==> src/rtl/mem_bus_arbiter_pkg.sv <==
// Purpose: shared encodings for the IF/MEM memory bus arbiter (bus commands, FSM states, bus request word).
// Latency: n/a (types and helpers only).
// Backpressure: n/a.
package mem_bus_arbiter_pkg;

    // Command encoding shared by the pipeline side (mem_cmd) and the memory side (bus_cmd).
    typedef enum logic [1:0] {
        BUS_NONE  = 2'd0,
        BUS_LOAD  = 2'd1,
        BUS_STORE = 2'd2
    } bus_cmd_e;

    typedef enum logic [1:0] {
        ST_IDLE     = 2'd0,
        ST_BUSY_IF  = 2'd1,
        ST_BUSY_MEM = 2'd2
    } arb_state_e;

    // Everything the arbiter holds stable towards memory while a transaction is open.
    typedef struct packed {
        logic [1:0]  cmd;
        logic [31:0] addr;
        logic [31:0] wdata;
    } bus_req_t;

    function automatic logic is_req(input logic [1:0] cmd);
        return cmd != BUS_NONE;
    endfunction

endpackage

==> src/rtl/mem_bus_arbiter_bus_watchdog.sv <==
// Purpose: cycle counter for an open bus transaction; flags when the transaction has run out of time.
// Latency: expired_o is a registered compare, high in the TIMEOUT-th enabled cycle after clear.
// Backpressure: none; the counter holds at its last value instead of wrapping.
//
// Ports: clk/rst (sync, active-high), clr_i (restart at 0), en_i (count this cycle),
//        expired_o (count has reached TIMEOUT-1).
module mem_bus_arbiter_bus_watchdog #(
    parameter int TIMEOUT = 64
) (
    input  logic clk,
    input  logic rst,
    input  logic clr_i,
    input  logic en_i,
    output logic expired_o
);

    localparam int CW = $clog2(TIMEOUT);
    localparam logic [CW-1:0] LAST = CW'(TIMEOUT - 1);

    logic [CW-1:0] cnt_q;
    logic [CW-1:0] cnt_d;

    always_comb begin
        cnt_d = cnt_q;
        if (clr_i) begin
            cnt_d = '0;
        end else if (en_i && (cnt_q != LAST)) begin
            cnt_d = cnt_q + 1'b1;
        end
    end

    always_ff @(posedge clk) begin
        if (rst) begin
            cnt_q <= '0;
        end else begin
            cnt_q <= cnt_d;
        end
    end

    assign expired_o = (cnt_q == LAST);

endmodule

==> src/rtl/mem_bus_arbiter.sv <==
// Purpose: shares one single-port memory bus between instruction fetch (IF) and data access (MEM); MEM has priority.
// Latency: request seen in cycle N -> bus command from N+1 -> requester ack at earliest N+2 (3 cycles back-to-back).
// Backpressure: requesters hold their request and see stall_if/stall_mem until their one-cycle ack.
//
// Ports: clk, rst (sync, active-high)
//        IF side : if_req, if_addr -> if_ack, if_rdata, stall_if
//        MEM side: mem_cmd, mem_addr, mem_wdata -> mem_ack, mem_rdata, stall_mem
//        memory  : bus_cmd, bus_addr, bus_wdata (registered) ; bus_rdata, bus_ack in ; bus_err out
module mem_bus_arbiter
    import mem_bus_arbiter_pkg::*;
#(
    parameter int TIMEOUT        = 64,
    parameter int MAX_MEM_STREAK = 4
) (
    input  logic        clk,
    input  logic        rst,
    input  logic        if_req,
    input  logic [31:0] if_addr,
    output logic        if_ack,
    output logic [31:0] if_rdata,
    input  logic [1:0]  mem_cmd,
    input  logic [31:0] mem_addr,
    input  logic [31:0] mem_wdata,
    output logic        mem_ack,
    output logic [31:0] mem_rdata,
    output logic        stall_if,
    output logic        stall_mem,
    output logic [1:0]  bus_cmd,
    output logic [31:0] bus_addr,
    output logic [31:0] bus_wdata,
    input  logic [31:0] bus_rdata,
    input  logic        bus_ack,
    output logic        bus_err
);

    localparam int SW = $clog2(MAX_MEM_STREAK + 1);
    localparam logic [SW-1:0] STREAK_MAX = SW'(MAX_MEM_STREAK);

    arb_state_e    state_q, state_d;
    bus_req_t      bus_q, bus_d;
    logic [SW-1:0] streak_q, streak_d;
    logic          if_ack_q, if_ack_d;
    logic          mem_ack_q, mem_ack_d;
    logic [31:0]   if_rdata_q, if_rdata_d;
    logic [31:0]   mem_rdata_q, mem_rdata_d;
    logic          bus_err_q, bus_err_d;
    // Sticky: IF let go of its request at some point during the open fetch, so the
    // returning data belongs to a fetch the pipeline no longer wants.
    logic          if_drop_q, if_drop_d;

    logic          if_pend, mem_pend;
    logic          grant_if, grant_mem, if_quiet;
    logic          wd_clr, wd_expired;

    // A requester being acked this cycle is still holding its (now finished) request;
    // masking it prevents the same transaction from being issued twice.
    assign if_pend  = if_req && !if_ack_q;
    assign mem_pend = is_req(mem_cmd) && !mem_ack_q;

    mem_bus_arbiter_bus_watchdog #(
        .TIMEOUT (TIMEOUT)
    ) u_watchdog (
        .clk       (clk),
        .rst       (rst),
        .clr_i     (wd_clr),
        .en_i      (state_q != ST_IDLE),
        .expired_o (wd_expired)
    );

    always_comb begin
        state_d     = state_q;
        bus_d       = bus_q;
        streak_d    = streak_q;
        if_drop_d   = if_drop_q;
        if_ack_d    = 1'b0;
        mem_ack_d   = 1'b0;
        bus_err_d   = 1'b0;
        if_rdata_d  = if_rdata_q;
        mem_rdata_d = mem_rdata_q;
        wd_clr      = 1'b0;
        grant_mem   = 1'b0;
        grant_if    = 1'b0;
        if_quiet    = 1'b0;

        case (state_q)
            ST_IDLE: begin
                // MEM wins contention until it has taken MAX_MEM_STREAK grants in a row past a waiting IF.
                grant_mem = mem_pend && (!if_pend || (streak_q != STREAK_MAX));
                grant_if  = if_pend && !grant_mem;
                if (grant_mem) begin
                    bus_d   = '{cmd: mem_cmd, addr: mem_addr, wdata: mem_wdata};
                    state_d = ST_BUSY_MEM;
                    wd_clr  = 1'b1;
                    if (if_pend) begin
                        streak_d = (streak_q == STREAK_MAX) ? streak_q : streak_q + 1'b1;
                    end else begin
                        streak_d = '0;
                    end
                end else if (grant_if) begin
                    bus_d     = '{cmd: BUS_LOAD, addr: if_addr, wdata: 32'h0};
                    state_d   = ST_BUSY_IF;
                    wd_clr    = 1'b1;
                    streak_d  = '0;
                    if_drop_d = 1'b0;
                end
            end

            ST_BUSY_IF: begin
                if (!if_req) begin
                    if_drop_d = 1'b1;
                end
                // bus_ack takes precedence over a timeout landing in the same cycle.
                if (bus_ack || wd_expired) begin
                    state_d   = ST_IDLE;
                    bus_d.cmd = BUS_NONE;
                    if_quiet  = if_drop_q || !if_req;
                    if (!if_quiet) begin
                        if_ack_d   = 1'b1;
                        if_rdata_d = bus_ack ? bus_rdata : 32'h0;
                        bus_err_d  = !bus_ack;
                    end
                end
            end

            ST_BUSY_MEM: begin
                if (bus_ack || wd_expired) begin
                    state_d     = ST_IDLE;
                    bus_d.cmd   = BUS_NONE;
                    mem_ack_d   = 1'b1;
                    mem_rdata_d = bus_ack ? bus_rdata : 32'h0;
                    bus_err_d   = !bus_ack;
                end
            end

            default: begin
                state_d   = ST_IDLE;
                bus_d.cmd = BUS_NONE;
            end
        endcase
    end

    always_ff @(posedge clk) begin
        if (rst) begin
            state_q     <= ST_IDLE;
            bus_q       <= '0;
            streak_q    <= '0;
            if_ack_q    <= 1'b0;
            mem_ack_q   <= 1'b0;
            if_rdata_q  <= 32'h0;
            mem_rdata_q <= 32'h0;
            bus_err_q   <= 1'b0;
            if_drop_q   <= 1'b0;
        end else begin
            state_q     <= state_d;
            bus_q       <= bus_d;
            streak_q    <= streak_d;
            if_ack_q    <= if_ack_d;
            mem_ack_q   <= mem_ack_d;
            if_rdata_q  <= if_rdata_d;
            mem_rdata_q <= mem_rdata_d;
            bus_err_q   <= bus_err_d;
            if_drop_q   <= if_drop_d;
        end
    end

    assign bus_cmd   = bus_q.cmd;
    assign bus_addr  = bus_q.addr;
    assign bus_wdata = bus_q.wdata;
    assign if_ack    = if_ack_q;
    assign mem_ack   = mem_ack_q;
    assign if_rdata  = if_rdata_q;
    assign mem_rdata = mem_rdata_q;
    assign bus_err   = bus_err_q;
    assign stall_if  = if_req && !if_ack_q;
    assign stall_mem = is_req(mem_cmd) && !mem_ack_q;

endmodule

==> config.mk <==
export PLATFORM = sky130hd
export DESIGN_NAME = mem_bus_arbiter
export DESIGN_NICKNAME = d
export VERILOG_FILES = /design/src/rtl/mem_bus_arbiter_pkg.sv /design/src/rtl/mem_bus_arbiter_bus_watchdog.sv /design/src/rtl/mem_bus_arbiter.sv
export SDC_FILE = /design/constraint.sdc
export NUM_CORES = 1
export LEC_CHECK = 0
export BUFFER_PORTS_ARGS = -buffer_cell sky130_fd_sc_hd__buf_2
export CORE_UTILIZATION = 41
export DETAILED_ROUTE_END_ITERATION = 7
export GPL_ROUTABILITY_DRIVEN = 0
export HOLD_SLACK_MARGIN = 0.1
export PLACE_DENSITY_LB_ADDON = 0.1
export SLEW_MARGIN = 0
export SYNTH_ARGS = -nofsm -noshare
export SYNTH_HDL_FRONTEND = slang
export SYNTH_SLANG_ARGS = --single-unit
==> constraint.sdc <==
create_clock -name clk -period 1.8 [get_ports clk]
set_clock_uncertainty 0.2 [all_clocks]
set_input_delay 0.18 -clock clk [delete_from_list [all_inputs] [get_ports clk]]
set_output_delay 0.18 -clock clk [all_outputs]
set_load 0.005 [all_outputs]
# After elaboration in Yosys (flattened, before gate mapping)
# Index checks and enable logic that the tools add are counted.
totals:
  register_bits: 145
  inputBits: 134
  out_inout_bits: 135
  elab_cells: 84
op_classes:
  add_sub_neg: 2
  eq_ne: 12
  muxes: 25
  bitwise: 4
  n_reduce_logical: 29
ops:
  columns: ["op", "n"]
  rows:
  - ["$mux W66", 2]
  - ["$mux W32", 1]
  - ["$mux W3", 4]
  - ["$mux W1", 11]
  - ["$ne A3 B3 Y1 const B", 3]
  - ["$pmux W2 S2", 2]
  - ["$reduce_bool A2 Y1", 4]
  - ["$add A6 B1 Y6 const B", 1]
  - ["$eq A6 B6 Y1 const B", 1]
  - ["$logic_not A1 Y1", 6]
  - ["$mux W2", 3]
  - ["$ne A2 B2 Y1 const B", 3]
  - ["$ne A6 B6 Y1 const B", 1]
  - ["$reduce_and A2 Y1", 3]
  - ["$reduce_and A3 Y1", 2]
  - ["$reduce_or A2 Y1", 3]
  - ["$logic_and A1 B1 Y1", 5]
  - ["$not A1 Y1", 4]
  - ["$pmux W1 S2", 2]
  - ["$reduce_and A4 Y1", 1]
  - ["$add A3 B1 Y3 const B", 1]
  - ["$eq A3 B3 Y1 const B", 1]
  - ["$logic_or A1 B1 Y1", 3]
  - ["$reduce_or A3 Y1", 1]
  - ["other kinds (4)", 4]

# Depth between registers and ports, before layout
# Gate-level depths: netlist of run 1.
logic_depth:
  word_depth: 11
  mapped_depth: 8
  ltp_nobuf: 6

# Modules after synthesis
# From an unflattened synthesis of run 1, not the netlist that was laid out.
unflattened:
  cells_unflattened: 706
  area_unflattened_um2: 6227.2
modules_own_cells:
  columns: ["module", "n_inst", "cells_per_inst", "area_per_inst_um2", "seq_area_each_um2"]
  rows:
  - ["mem_bus_arbiter", 1, 674, 5934.4, 2782.7]
  - ["mem_bus_arbiter_bus_watchdog", 1, 32, 292.8, 120.1]

# Worst setup path before layout of run 1
# Ideal clock, no wire load.
synth_path:
  path_kind: "reg-to-reg"
  from: "register state_q[0]"
  to: "register state_q[1]"
  setup_ns: 0.123
  arrival_time_ns: 1.521
  required_ns: 1.477
  setup_slack_ns: -0.044
  stages_incl_launch_ff: 7
  n_path_buf: 1
  synth_period_minus_slack_ns: 1.844
  cell_sequence: "dfxtp_1 -> inv_1 -> ha_1 -> buf_4 -> inv_1 -> o32ai_4 -> mux2_1"
synth_via:
  elab_chain_cells: 4
  elab_cells_between_ends: 8
  classes_between: "4 x eq/ne; 1 x mux; 3 x reduce/logical"
synth_rtl:
  columns: ["element", "line_no", "rtl"]
  rows:
  - ["start, declared", "mem_bus_arbiter.sv:39", "arb_state_e state_q, state_d;"]
  - ["start signal, assigned", "mem_bus_arbiter.sv:154", "state_q <= state_d;"]
  - ["$eq A2 B2 Y1 / $eq A2 B1 Y1 (equally long branches)", "mem_bus_arbiter.sv:85", "case (state_q)"]
  - ["$reduce_or A2 Y1 (no line)", null, null]
  - ["$ne A2 B1 Y1 (no line)", null, null]
  - ["$reduce_and A2 Y1 (no line)", null, null]
# Several ways; a longest one is shown, not always the timed one.
# A chain may end at the register's enable or synchronous reset.

# Final worst setup path of run 1
layout_path:
  from: "register streak_q[1]"
  to: "register bus_q, in the netlist bus_addr[17]"
layout_via:
  elab_chain_cells: 7
  elab_cells_between_ends: 8
  classes_between: "1 x eq/ne; 1 x mux; 6 x reduce/logical"
layout_rtl:
  columns: ["element", "line_no", "rtl"]
  rows:
  - ["start, declared", "mem_bus_arbiter.sv:41", "logic [SW-1:0] streak_q, streak_d;"]
  - ["start signal, assigned", "mem_bus_arbiter.sv:156", "streak_q <= streak_d;"]
  - ["$ne A3 B3 Y1 *", "mem_bus_arbiter.sv:88", "grant_mem = mem_pend && (!if_pend || (streak_q != STREAK_MAX));"]
  - ["$logic_or A1 B1 Y1 *", "mem_bus_arbiter.sv:88", null]
  - ["$logic_and A1 B1 Y1 *", "mem_bus_arbiter.sv:88", null]
  - ["$logic_not A1 Y1", "mem_bus_arbiter.sv:89", "grant_if = if_pend && !grant_mem;"]
  - ["$logic_and A1 B1 Y1", "mem_bus_arbiter.sv:89", null]
  - ["$reduce_bool A2 Y1 (no line)", null, null]
  - ["$reduce_and A2 Y1 (no line)", null, null]
  - ["end signal, assigned", "mem_bus_arbiter.sv:155", "bus_q <= bus_d;"]
  - ["end, declared", "mem_bus_arbiter.sv:40", "bus_req_t bus_q, bus_d;"]
# Mark *: on every way between the ends. The rest lies on a longest branch, timed or not.

==> results of run 1 <==
## per-layer routing
layer / global-route usage / wire (µm) / vias to the layer above
met5: 0 / 0 / -
met4: 0.145 / 530 / 0
met3: 0.0865 / 1420 / 39
met2: 0.444 / 8880 / 246
met1: 0.261 / 6740 / 2551
li1: - / - / 2532
## path summary, 6_finish.rpt
check | from | to | slack, ns | depth (start not counted)
setup reg to reg | streak_q[1]$_SDFFE_PP0P_ | bus_addr[17]$_SDFFE_PP0P_ | -0.04 | 8
hold / removal | mem_cmd[1] | streak_q[0]$_SDFFE_PP0P_ | 0.18 | 6
setup / recovery | streak_q[1]$_SDFFE_PP0P_ | bus_addr[17]$_SDFFE_PP0P_ | -0.04 | 8
hold reg to reg | bus_addr[5]$_SDFFE_PP0P_ | bus_addr[5]$_SDFFE_PP0P_ | 0.26 | 1
## final cells by class
| type | instances | area [µm²] | area share |
|---|---|---|---|
| clock inverter | 13 | 184 | 0.0202 |
| timing repair buffer | 436 | 3110 | 0.343 |
| sequential | 145 | 2900 | 0.320 |
| antenna | 2 | 5.00 | 0.000551 |
| multi-input combinational | 241 | 2190 | 0.241 |
| inverter | 8 | 30.0 | 0.00331 |
| clock buffer | 19 | 443 | 0.0488 |
| tap | 172 | 215 | 0.0237 |
## through the flow
| step | hold WS [ns] | power (µW) | util | cells |
|---|---|---|---|---|
| floorplan | 0.105 | 4590 | - | 437 |
| global placement | 0.191 | 5350 | 0.552 | 863 |
| detailed placement | 0.194 | 5390 | 0.552 | 863 |
| CTS | 0.231 | 9310 | 0.709 | 1029 |
| global route | 0.232 | 9770 | 0.723 | 1036 |
| finish | 0.183 | 9390 | 0.723 | 1036 |
## cell usage in the layout (no fill, tap or decap), drive strengths merged, types with 2 or more instances in the layout
master,instances
clkbuf,22
nand3,2
o2bb2ai,32
nor3,2
bufinv,4
dfxtp,145
nor4b,2
a32o,64
dlygate4sd3,133
a31oi,2
inv,9
clkinv,5
nor2b,4
a21oi,5
nand2b,6
ha,6
mux2i,35
o21ai,5
clkinvlp,3
and2,2
diode,2
buf,300
a22o,32
nand2,13
nor2,10
## kinds of logic (layout without fill, tap and decap cells)
kind of cell	Yosys count	in the layout	synth area share
compound gates	150	150	0.263
flops	145	145	0.551
buf+inv	51	476	0.0518
simple gates	47	47	0.0475
mux	36	36	0.0687
fa+ha+maj	6	6	0.0143
xor+xnor	2	2	0.00333
other cells	0	2	0
## worst max-delay path, stage by stage (launching register included)
cell       delay [ns]
dfxtp_1          0.33
inv_1            0.06
ha_1             0.15
nand2_2          0.10
o21ai_4          0.18
buf_12           0.15
clkbuf_16        0.17
mux2i_1          0.27
o2bb2ai_1        0.11
## registers in the layout (all words and copies together), names as in the netlist
| signal | cells |
|---|---|
| if_rdata | 32 |
| mem_ack | 1 |
| u_watchdog.cnt_q | 6 |
| bus_addr | 32 |
| bus_wdata | 32 |
| mem_rdata | 32 |
| if_drop_q | 1 |
| state_q | 2 |
| if_ack | 1 |
| bus_err | 1 |
| bus_cmd | 2 |
| streak_q | 3 |
## Yosys cell counts, drive strengths merged (2+ instances only)
| cell type | n |
|---|---|
| nor3 | 2 |
| o2bb2ai | 32 |
| ha | 6 |
| a31oi | 2 |
| a32o | 64 |
| mux2i | 35 |
| buf | 29 |
| dfxtp | 145 |
| o21ai | 5 |
| and2 | 2 |
| nand3 | 2 |
| inv | 8 |
| nand2b | 6 |
| nor2b | 4 |
| nor4b | 2 |
| a21oi | 5 |
| clkbuf | 14 |
| a22o | 32 |
| nand2 | 13 |
| nor2 | 10 |
## report_power, final
part	switching (µW)	total (µW)	internal (µW)
registers	180	3730	3550
clock network	1350	3710	2350
logic	894	1960	1060
total	2430	9390	6970
## repair_timing
item                                    in CTS  in global routing
pin swaps                                    1                  3
setup buffers                                1                  2
hold buffers                               133                  0
resized for setup                            3                 13
gates cloned                                 0                  3
hold endpoints to repair                   134                  0
endpoints found under the setup margin      16                106
==> metrics.cfg, run 1 <==
[outcome]
status = complete, but fails checks
violations = setup timing

[power]
vdd_drop_max_v = 0.000729
p_per_area_nw_per_um2 = 1030
leakagePower_uw = 0.00415

[global_routing]
grt_usage = 0.252
grt_pass1_vias = 5260
overflow = 0
grt_pass1_wl_mm = 25.8
grt_max_degree = 65
antenna_found_initial = 2

[job]
cap_violations = 0

[placement]
post-place-ws_ns = -0.0153
dpl.hpwl_mm = 10.5
dpl_cell_area_um2 = 6940
io_buffers = 268

[logic_synthesis]
synth_top_area_share = 0.551
avgSynthCellArea_um2 = 12.0
synth_top_area_cell = dfxtp_1
yosysUniqueCellTypes = 45
yosys_warnings = 0
async_reset_ff_frac = 0
synth_edf_count = 0
ys.flop_type = dfxtp_1
ys_seq_area_frac = 0.551
syn_area_um2 = 5270
synthCells = 437
synth-seq-cells = 145
synthTopCellsByArea = dfxtp_1, a32o_1, mux2i_1, a22o_1, o2bb2ai_1
synth_nets = 577

[clock_network]
cts_tree = yes
cts_root_buf = clkbuf_16
htreeDepth = 4
cts_made_buffers = 17
clk_pin_slew_worst_paths_ns = 0.06
cts_sinks = 145
clock_latency_ns = 0.41
clock_path_buffers = 2

[final_layout]
drive_gt1_frac = 0.414
final_area_um2 = 9080
syn2layout_area_growth_pct = 72.6
nNetsFinal = 989
fillCellCount = 841

[sta]
hold_viol = 0
fmax_mhz = 544
setup_slack_ns = -0.0375
period_needed_ns = 1.84
tns_ns = -0.0375
relSlewSlack = 0.572
finalMaxSlewViolations = 0
post-route-period-util = 1.02
worst_slew_pin_slew_ns = 0.641
setup_violations = 1

[detailed_routing]
drt-wirelength-per-cell_um = 17.0
num_vias = 5368
drc = 0
drt_iter0_markers = 289
ant_nets = 0
wirelength_mm = 17.6
dr.pass1.iters = 4
viasPerCell = 5.18

[die]
fp.dieH_um = 115
initial_core_util = 0.419
fp.coreArea_um2 = 12600
dieArea_um2 = 13300
rows = 41
die_w_um = 115
io_pins = 269

[critical_path]
cp-end-kind = register
worst_setup_path_start_kind = register
critPathArrivalTime_ns = 1.94
path_max_fanout = 9
critPathKind = register to register
worstPathRequired_ns = 1.90

[hold_path]
hold_class = input port to register

Power figures use the tool's default switching activity.
==> run 2, diff against run 1 <==
==> constraint.sdc (replaced) <==
create_clock -name clk -period 1.8 [get_ports clk]
set_clock_uncertainty 0.2 [all_clocks]
set_input_delay 0.09 -clock clk [delete_from_list [all_inputs] [get_ports clk]]
set_output_delay 0.09 -clock clk [all_outputs]
set_load 0.005 [all_outputs]
==> run 2 against run 1 <==
  * The flow now finishes without violations
  * First-iteration DRC count is 20% higher
  * Total power is 3.7% lower
  * Clock power is 10% lower
  * Routed wire length is 0.56% higher
==> metrics.cfg, run 2 (synthesis results as in run 1) <==
[sta]
fmax_mhz = 563
post-route-period-util = 0.986
hold_viol = 0
tns_ns = 0
worst_slew_pin_slew_ns = 0.637
relSlewSlack = 0.575
setup_slack_ns = 0.0251
finalMaxSlewViolations = 0
period_needed_ns = 1.77
setup_violations = 0

[critical_path]
crit_top_cell = buf_6
worst_setup_path_start_kind = register
path_max_fanout = 4
worstPathRequired_ns = 1.89
critPathArrivalTime_ns = 1.87
cp-end-kind = register
critPathKind = register to register
cpPeakStageDelay_ns = 0.33
crit_chain = nand2b_4, buf_4, o21ai_4, buf_6, buf_6, mux2i_1, o2bb2ai_1
cp_slowest_cell = dfxtp_2

[final_layout]
final_area_um2 = 9060
nNetsFinal = 995
n_antenna_cell = 0
mostFrequentLayoutCell = buf_2
layout.cells.non_filler = 1037
syn2layout_area_growth_pct = 72.2
final_cell_mix = buf_2, dfxtp_1, dlygate4sd3_1
drive_gt1_frac = 0.421

[global_routing]
antenna_found_initial = 0
grt_max_degree = 65
grt_pass1_vias = 5329
grt_usage = 0.248
overflow = 0
grt_pass1_wl_mm = 25.5

[clock_network]
htreeDepth = 4
cts_sinks = 145
cts_tree = yes
clock_latency_ns = 0.41
clock_path_buffers = 2
cts_made_buffers = 17
cts_root_buf = clkbuf_16
clk_pin_slew_worst_paths_ns = 0.06

[detailed_routing]
drt_iter0_markers = 346
drc = 0
dr.pass1.iters = 5
num_vias = 5418
drt-wirelength-per-cell_um = 17.0
wirelength_mm = 17.7
ant_nets = 0
viasPerCell = 5.22

[placement]
placed_cells = 865
dpl.hpwl_mm = 10.2
io_buffers = 268
dpl_cell_area_um2 = 6960
post-place-ws_ns = -0.000962

[outcome]
status = complete, no violations

[die]
initial_core_util = 0.419
io_pins = 269
dieArea_um2 = 13300
fp.coreArea_um2 = 12600
die_w_um = 115
rows = 41
fp.dieH_um = 115

[job]
cap_violations = 0

[power]
p_per_area_nw_per_um2 = 998
totalPowerFinal_uw = 9040
leakagePower_uw = 0.00416
vdd_drop_max_v = 0.000647

[hold_path]
hold_class = input port to register

run 2: cell type report:
| cell class | count | area [µm²] |
|---|---|---|
| clock buffers | 24 | 512 |
| clock inverters | 5 | 52.6 |
| fillers | 871 | 3500 |
| inverters | 8 | 30.0 |
| multi-input cells | 241 | 2190 |
| flip-flops and latches | 145 | 2910 |
| well taps | 172 | 215 |
| repair buffers | 442 | 3150 |
run 2: worst paths after layout:
kind                             start                          to  slack (ns)  depth (start not counted)
max                  if_ack$_SDFF_PP0_    bus_addr[9]$_SDFFE_PP0P_        0.03                          7
min                      mem_wdata[12]  bus_wdata[12]$_SDFFE_PP0P_        0.23                          3
max reg2reg          if_ack$_SDFF_PP0_    bus_addr[9]$_SDFFE_PP0P_        0.03                          7
min reg2reg  bus_addr[19]$_SDFFE_PP0P_   bus_addr[19]$_SDFFE_PP0P_        0.25                          1
run 2: timing repair:
item,in CTS,in global routing
setup endpoints to repair,3,125
hold buffers,133,0
buffers inserted,0,8
endpoints found under the hold margin,138,0
gates cloned,0,2
pin swaps,0,6
resized for setup,1,25
run 2: power breakdown:
part | internal, µW | switching, µW
Clock | 2090 | 1240
Combinational | 1080 | 906
Sequential | 3550 | 174
Total | 6720 | 2320
run 2: layer usage:
metal | GRT usage | wire [µm] | vias up
li1 | - | - | 2538
met1 | 0.260 | 6840 | 2568
met2 | 0.444 | 8950 | 269
met3 | 0.0859 | 1440 | 43
met4 | 0.118 | 431 | 0
met5 | 0 | 0 | -
run 2: critical path, delay by kind of cell (launching register included):
family / cells / cell delay, ns
flops: 1 / 0.33
simple gates: 1 / 0.14
buf+inv: 3 / 0.43
mux: 1 / 0.24
compound gates: 2 / 0.31
run 2: per-stage QoR:
stage | hold slack, ns | util
6_report | 0.228 | 0.721
2_1_floorplan | 0.0155 | -
4_1_cts | 0.206 | 0.705
3_3_place_gp | 0.102 | 0.554
5_1_grt | 0.225 | 0.721
3_5_place_dp | 0.101 | 0.554
